<file path="src/rtl/icache_read_arbiter_pkg.sv">
// Shared fetch-unit types for the I-cache read-port arbiter: owner tag,
// line geometry and the default starvation limit.
package FetchUnitTypes;

    localparam int PHY_ADDR_WIDTH           = 32;
    localparam int ICACHE_LINE_OFFSET_WIDTH = 4;
    localparam int ICACHE_ARB_STARVE_LIMIT  = 8;

    // Which requester owned the read port in the previous cycle.
    typedef enum logic [1:0] {
        OWN_NONE  = 2'd0,
        OWN_FETCH = 2'd1,
        OWN_PF    = 2'd2
    } IcacheArbOwner;

endpackage

</file>
<file path="src/rtl/icache_read_arbiter_starve_counter.sv">
// Saturating counter of consecutive cycles the prefetcher lost arbitration.
// sat flags that the counter has reached LIMIT and the prefetcher is owed a win.
module icache_arb_starve_counter
    import FetchUnitTypes::*;
#(
    parameter int LIMIT = ICACHE_ARB_STARVE_LIMIT
) (
    input  logic                         clk,
    input  logic                         rst,
    input  logic                         inc,
    input  logic                         clr,
    output logic [$clog2(LIMIT+1)-1:0]   count,
    output logic                         sat
);

    localparam int CW = $clog2(LIMIT + 1);
    localparam logic [CW-1:0] LIMIT_V = CW'(LIMIT);

    // Clear wins over increment; hold once saturated.
    always_ff @(posedge clk) begin
        if (!rst) begin
            count <= '0;
        end else if (clr) begin
            count <= '0;
        end else if (inc && !sat) begin
            count <= count + 1'b1;
        end
    end

    assign sat = (count == LIMIT_V);

endmodule

</file>
<file path="src/rtl/icache_read_arbiter.sv">
// Arbitrates the single I-cache read port between fetch and the next-line
// prefetcher, drops prefetches to a line fetch has just read or is reading,
// and steers the one-cycle-later hit back to the previous owner.
// Optional feature: ICACHE_ARB_ANTI_STARVE_EN enables the prefetch
// starvation guard; without it fetch has strict priority.
module icache_read_arbiter
    import FetchUnitTypes::*;
#(
    parameter int ADDR_WIDTH        = PHY_ADDR_WIDTH,
    parameter int LINE_OFFSET_WIDTH = ICACHE_LINE_OFFSET_WIDTH,
    parameter int STARVE_LIMIT      = ICACHE_ARB_STARVE_LIMIT
) (
    input  logic                  clk,
    input  logic                  rst,
    input  logic                  flush,
    input  logic                  fetchReq,
    input  logic [ADDR_WIDTH-1:0] fetchAddr,
    output logic                  fetchGrant,
    output logic                  fetchRespValid,
    input  logic                  pfReq,
    input  logic [ADDR_WIDTH-1:0] pfAddr,
    output logic                  pfGrant,
    output logic                  pfDropped,
    output logic                  pfRespValid,
    output logic                  icRE,
    output logic [ADDR_WIDTH-1:0] icReadAddrIn,
    input  logic                  icReadHit,
    output logic                  respHit
);

    localparam int LINE_W = ADDR_WIDTH - LINE_OFFSET_WIDTH;
    localparam int CNT_W  = $clog2(STARVE_LIMIT + 1);

    IcacheArbOwner     owner;
    logic [LINE_W-1:0] lastLine;
    logic              lastLineValid;
    logic [CNT_W-1:0]  starveCnt;
    logic              starveSat;

    logic [LINE_W-1:0] fetchLine;
    logic [LINE_W-1:0] pfLine;
    logic              pfHitsLast;
    logic              pfHitsFetch;

    assign fetchLine   = fetchAddr[ADDR_WIDTH-1:LINE_OFFSET_WIDTH];
    assign pfLine      = pfAddr[ADDR_WIDTH-1:LINE_OFFSET_WIDTH];
    assign pfHitsLast  = lastLineValid && (pfLine == lastLine);
    assign pfHitsFetch = (pfLine == fetchLine);

`ifdef ICACHE_ARB_ANTI_STARVE_EN
    logic starveInc;
    logic starveClr;

    // Only a genuinely lost, non-redundant request counts towards starvation.
    assign starveInc = pfReq && !pfGrant && !pfDropped && !flush;
    assign starveClr = pfGrant || !pfReq || flush;

    icache_arb_starve_counter #(
        .LIMIT (STARVE_LIMIT)
    ) u_starve_counter (
        .clk   (clk),
        .rst   (rst),
        .inc   (starveInc),
        .clr   (starveClr),
        .count (starveCnt),
        .sat   (starveSat)
    );
`else
    localparam logic [CNT_W-1:0] STARVE_LIMIT_V = CNT_W'(STARVE_LIMIT);

    // No guard: the count is pinned at zero, so saturation never occurs.
    assign starveCnt = '0;
    assign starveSat = (starveCnt == STARVE_LIMIT_V);
`endif

    // Grant selection: starved prefetch first, then fetch, then prefetch.
    // The starve check only looks at lastLine, since fetch is not granted
    // when the prefetcher takes its owed cycle.
    always_comb begin
        fetchGrant = 1'b0;
        pfGrant    = 1'b0;
        pfDropped  = 1'b0;
        if (rst && !flush) begin
            if (starveSat && pfReq && !pfHitsLast) begin
                pfGrant = 1'b1;
            end else if (fetchReq) begin
                fetchGrant = 1'b1;
                pfDropped  = pfReq && (pfHitsLast || pfHitsFetch);
            end else if (pfReq) begin
                if (pfHitsLast) begin
                    pfDropped = 1'b1;
                end else begin
                    pfGrant = 1'b1;
                end
            end
        end
    end

    assign icRE         = fetchGrant | pfGrant;
    assign icReadAddrIn = pfGrant ? pfAddr : fetchAddr;

    // Owner tag and lastLine validity; flush forgets the last fetched line.
    always_ff @(posedge clk) begin
        if (!rst) begin
            owner         <= OWN_NONE;
            lastLineValid <= 1'b0;
        end else begin
            if (fetchGrant) begin
                owner <= OWN_FETCH;
            end else if (pfGrant) begin
                owner <= OWN_PF;
            end else begin
                owner <= OWN_NONE;
            end
            if (flush) begin
                lastLineValid <= 1'b0;
            end else if (fetchGrant) begin
                lastLineValid <= 1'b1;
            end
        end
    end

    // Line captured on every fetch grant; qualified by lastLineValid.
    always_ff @(posedge clk) begin
        if (fetchGrant) begin
            lastLine <= fetchLine;
        end
    end

    // A flush or reset in the response cycle discards the returning result.
    assign fetchRespValid = rst && !flush && (owner == OWN_FETCH);
    assign pfRespValid    = rst && !flush && (owner == OWN_PF);
    assign respHit        = icReadHit;

endmodule

</file>
<file path="config.mk">
export PLATFORM = sky130hd
export DESIGN_NAME = icache_read_arbiter
export DESIGN_NICKNAME = d
export VERILOG_FILES = /design/src/rtl/icache_read_arbiter_pkg.sv /design/src/rtl/icache_read_arbiter_starve_counter.sv /design/src/rtl/icache_read_arbiter.sv
export SDC_FILE = /design/constraint.sdc
export NUM_CORES = 1
export LEC_CHECK = 0
export BUFFER_PORTS_ARGS = -buffer_cell sky130_fd_sc_hd__buf_2
export CAP_MARGIN = 5
export CORE_MARGIN = 3
export CORE_UTILIZATION = 40
export DETAILED_ROUTE_END_ITERATION = 8
export GPL_ROUTABILITY_DRIVEN = 0
export PLACE_DENSITY = 0.75
export SLEW_MARGIN = 20
export SYNTH_ARGS = -nofsm -noshare
export SYNTH_HDL_FRONTEND = slang
export SYNTH_HIERARCHICAL = 1
export SYNTH_SLANG_ARGS = --single-unit
</file>
<file path="constraint.sdc">
create_clock -name clk -period 2.9 [get_ports clk]
set_input_delay 0.58 -clock clk [delete_from_list [all_inputs] [get_ports clk]]
set_output_delay 0.58 -clock clk [all_outputs]
set_load 0.05 [all_outputs]
</file>
==> run summary <==
The cell type group with the largest total delay on the critical path is simple AND/OR/NAND/NOR gates. The startpoint of the worst register-to-register path is lastLine[11]. The path class of the tightest hold or removal check is flop to flop. The post-route DRC violation count is 0. CTS built an H-tree with a depth of 2. The final critical-path required period is 2.852 ns. The static power due to leakage came out at 1.282 nW. In this run the cell area of the synthesized design comes to 2137 um^2.

The smallest hold slack came out at 0.4692 ns. The final critical-path share of the clock period is 98.34%. For this run the aggregate overflow at the end of global routing stands at 0. The net count after synthesis is 225.

The vias per cell is 4.789. The TritonCTS clock tree is yes. Of all nets on the critical path, the largest fanout is 20. The largest single stage delay on the critical path is 0.38 ns. The maximum number of buffers from clock root to sink came out at 2. The number of distinct library cells after synthesis is 21. The gate count of the mapped netlist came out at 155. The count of input and output buffers is 106. The slack of the worst reg-to-reg path came out at 1.35 ns. The critical path is of the input port to output port type. The synthesized netlist devotes 1.874% of its cell area to compound gates. The clock slew at the register clock pins of the worst setup and hold paths is 0.06 ns. The internal cell power came out at 0.8486 mW.

The boundary pin count is 109. The cell depth of the worst hold path is 1. The share of total power dissipated in sequential elements is 41.7%. The detailed-router iteration count before antenna repair came out at 4. The number of global-route vias before repair was 1638. The initial antenna violation count came out at 0. For this block, the routed nets add up to 5.152 mm of wire. The power dissipated by switching net loads is 0.3965 mW. The largest individual stage delay along the critical path comes from the cell sky130_fd_sc_hd__nor4_4. Together, buffers and inverters on the worst path number 3. The number of max-slew violations in the final report came out at 0.

At the worst endpoint, the arrival time is 2.27 ns. The terminating pin of the worst hold path is lastLineValid. The worst setup path is launched from an input port. The initial utilization of the core area, before any placement, comes to 43.24%. The post-placement cell area came out at 2781 um^2. The post-synthesis area per instance came out at 13.79 um^2.

The worst setup path is captured at an output port. The switching part of the total is 31.85%. Row generation in the floorplan step produced 25 rows. The clock share of power is 25.7%. The die outline width came out at 79.10 um.

The critical path's most frequent cell is sky130_fd_sc_hd__buf_2. The global-route usage over all layers came out at 16.71%. IR analysis of the VDD net gives a maximum drop of 246.6 uV. The flow ran to the end, and the final reports show no timing, DRC or antenna violations. The total of warnings raised by yosys is 6.

The total of max-cap violations came out at 0. The largest net degree at the start of global routing came out at 21. Sequential cells were found to cover 42.15% of the synthesized design area. The number of endpoints with negative hold slack in the final report came out at 0. The number of clock sinks seen by CTS is 31. The power per unit of standard cell area came out at 408.7 nW/um^2. Derived from the worst setup path, the maximum achievable clock frequency is 350.7 MHz. The share of total power dissipated in combinational logic is 32.5%. Walking the worst path, the cells encountered are buf_2 -> xnor2_2 -> nand4_1 -> nor4_4 -> a211oi_4 -> buf_12 -> mux2_4 -> buf_2.

The share of post-route cells with drive strength above 1 is 59.12%. The filler cells instantiated in the layout total 424. The finished cells cover 3047 um^2. The worst setup skew after layout came out at 0.003154 ns. The routed layout has 1633 vias. The full die area came out at 6256 um^2. The die boundary height came out at 79.10 um.

In this run the critical register-to-register path is captured at owner[1]. The CTS buffer count is 5. The final HPWL from detailed placement came out at 4.138 mm.

The net total in the final layout is 343. The startpoint of the lowest-slack hold path is lastLineValid. The multiplexer share of the synthesized area came out at 21.78%. Once detail routing completed, the nets flagged for antenna violations numbered 0. The actual slew at the worst max-slew pin is 0.3591 ns. After synthesis, the largest family of logic cells by area is XOR/XNOR gates. Setup repair after global routing could not meet its margin everywhere. The number of flip-flops and latches in the synthesized netlist is 31. The area growth from synthesis to layout is 42.56%. In this run the clock root is driven by a sky130_fd_sc_hd__clkbuf_8. The insertion delay of the later-clocked pin in the worst-skew pair is 0.28 ns. Dividing the detail-routed wire length by the instance count gives 15.11 um. After the first detailed-routing iteration, the DRC count stood at 59. The total area inside the core boundary comes to 4942 um^2.

The xor/xnor share of the synthesized area came out at 22.95%. Setup violations remaining at the end of the flow were counted as 0. The simple logic cell fraction of the synthesized area came out at 9.309%. The synthesized-area fraction occupied by adder cells came out at 0%.

Data on the critical path is required at its endpoint by 2.32 ns. The number of cells traversed by the worst register-to-register path came out at 6. The wire length of the first global-routing pass came out at 7.983 mm.

The headroom to the max-slew limit came out at 75.84%. The total inserted antenna cells is 0.
[cell type report]
cell class                 instances  area [um^2]  area share, %
sequential                        31        900.9          29.57
clock inverter                     3        15.01         0.4928
timing repair buffer             115        754.5          24.76
tap                               67        83.83          2.752
multi-input combinational        120         1224          40.16
clock buffer                       5        68.82          2.259
[power groups by stage]
stage / sequential (mW) / combinational [mW] / clock (mW)
global route: 0.521 / 0.430 / 0.347
CTS: 0.519 / 0.375 / 0.329
floorplan: 0.527 / 0.253 / 0
global placement: 0.527 / 0.369 / 0
finish: 0.520 / 0.405 / 0.321
detailed placement: 0.528 / 0.374 / 0
[Yosys cell counts, drive strengths merged]
cell type / count / area share [%]
a211oi: 2 / 1.3
a21oi: 1 / 0.23
and2: 2 / 0.59
and3b: 2 / 0.82
buf: 4 / 1.9
dfxtp: 3 / 2.8
edfxtp: 28 / 39
mux2: 32 / 22
nand2: 4 / 0.70
nand3: 1 / 0.23
nand4: 11 / 3.2
nor2b: 1 / 0.29
nor4: 6 / 3.2
o21a: 1 / 0.35
or2: 1 / 0.29
xnor2: 45 / 18
xor2: 11 / 4.5
[worst register-to-register path: cells and delay by family (launching register included)]
kind,cells,cell delay (ns)
simple gates,2,0.54
compound gates,1,0.06
flops,1,0.39
buf+inv,2,0.27
xor+xnor,1,0.19
[cell families after synthesis]
logic type,after synthesis
xor gates and xnor gates,56
AOI/OAI and AO/OA,4
DFF,31
buffers and inverters,4
muxes,32
and+or+nand+nor,28
[per-layer routing]
metal	share of wire, %	vias up	GRT usage [%]
met4	1.4	0	4.811
li1	-	801	-
met1	41	758	20.63
met2	51	66	28.96
met3	6.4	8	3.968
met5	0	-	0
[worst max-delay path by stage]
| stage | startpoint | end | cells past startpoint |
|---|---|---|---|
| after global placement | pfAddr[7] | icReadAddrIn[11] | 8 |
| after global routing | lastLine[0] | icReadAddrIn[4] | 7 |
| after CTS | lastLine[15] | icReadAddrIn[29] | 7 |
| final | pfAddr[4] | icReadAddrIn[4] | 8 |
| after detailed placement | pfAddr[7] | icReadAddrIn[29] | 8 |
| after floorplan | pfAddr[11] | pfDropped | 5 |
[flip-flops by register name, indices dropped and copies added, names as in the netlist]
name           count
lastLine          28
owner              2
lastLineValid      1
[timing repair]
| item | in CTS | in global routing |
|---|---|---|
| pin swaps | 1 | 4 |
| endpoints found under the hold margin | 0 | 0 |
| endpoints found under the setup margin | 30 | 33 |
| resized for setup | 0 | 79 |
| hold buffers | 0 | 0 |
| setup buffers | 1 | 2 |
[stage by stage]
step / instances / setup TNS (ns) / setup slack (ns) / util, % / power (mW)
floorplan: 155 / 0 / 0.2422 / - / 0.7802
global placement: 330 / 0 / 0.03680 / 56.28 / 0.8962
detailed placement: 330 / -0.04492 / -0.009379 / 56.28 / 0.9019
CTS: 339 / 0 / 0.03169 / 58.13 / 1.223
global route: 341 / -0.5800 / -0.07081 / 61.65 / 1.299
finish: 341 / 0 / 0.04818 / 61.65 / 1.245
[placed cells by master (no fill, tap or decap)]
master                       instances
sky130_fd_sc_hd__xor2_1             11
sky130_fd_sc_hd__and2_1              1
sky130_fd_sc_hd__edfxtp_1           28
sky130_fd_sc_hd__or2_2               1
sky130_fd_sc_hd__clkbuf_8            5
sky130_fd_sc_hd__nand3_2             1
sky130_fd_sc_hd__nand2_1             4
sky130_fd_sc_hd__and3b_1             2
sky130_fd_sc_hd__buf_4              22
sky130_fd_sc_hd__mux2_2              4
sky130_fd_sc_hd__nand4_1            11
sky130_fd_sc_hd__clkinv_1            2
sky130_fd_sc_hd__xnor2_2             3
sky130_fd_sc_hd__nor4_1              4
sky130_fd_sc_hd__and2_2              1
sky130_fd_sc_hd__a21oi_1             1
sky130_fd_sc_hd__buf_2              76
sky130_fd_sc_hd__nor2b_1             1
sky130_fd_sc_hd__a211oi_1            1
sky130_fd_sc_hd__o21a_1              1
sky130_fd_sc_hd__buf_6              15
sky130_fd_sc_hd__nor4_4              2
sky130_fd_sc_hd__xnor2_1            42
sky130_fd_sc_hd__mux2_4             28
sky130_fd_sc_hd__a211oi_4            1
sky130_fd_sc_hd__buf_12              2
sky130_fd_sc_hd__clkinvlp_4          1
sky130_fd_sc_hd__dfxtp_1             3
No activity file was read; power rests on OpenSTA's default activity.
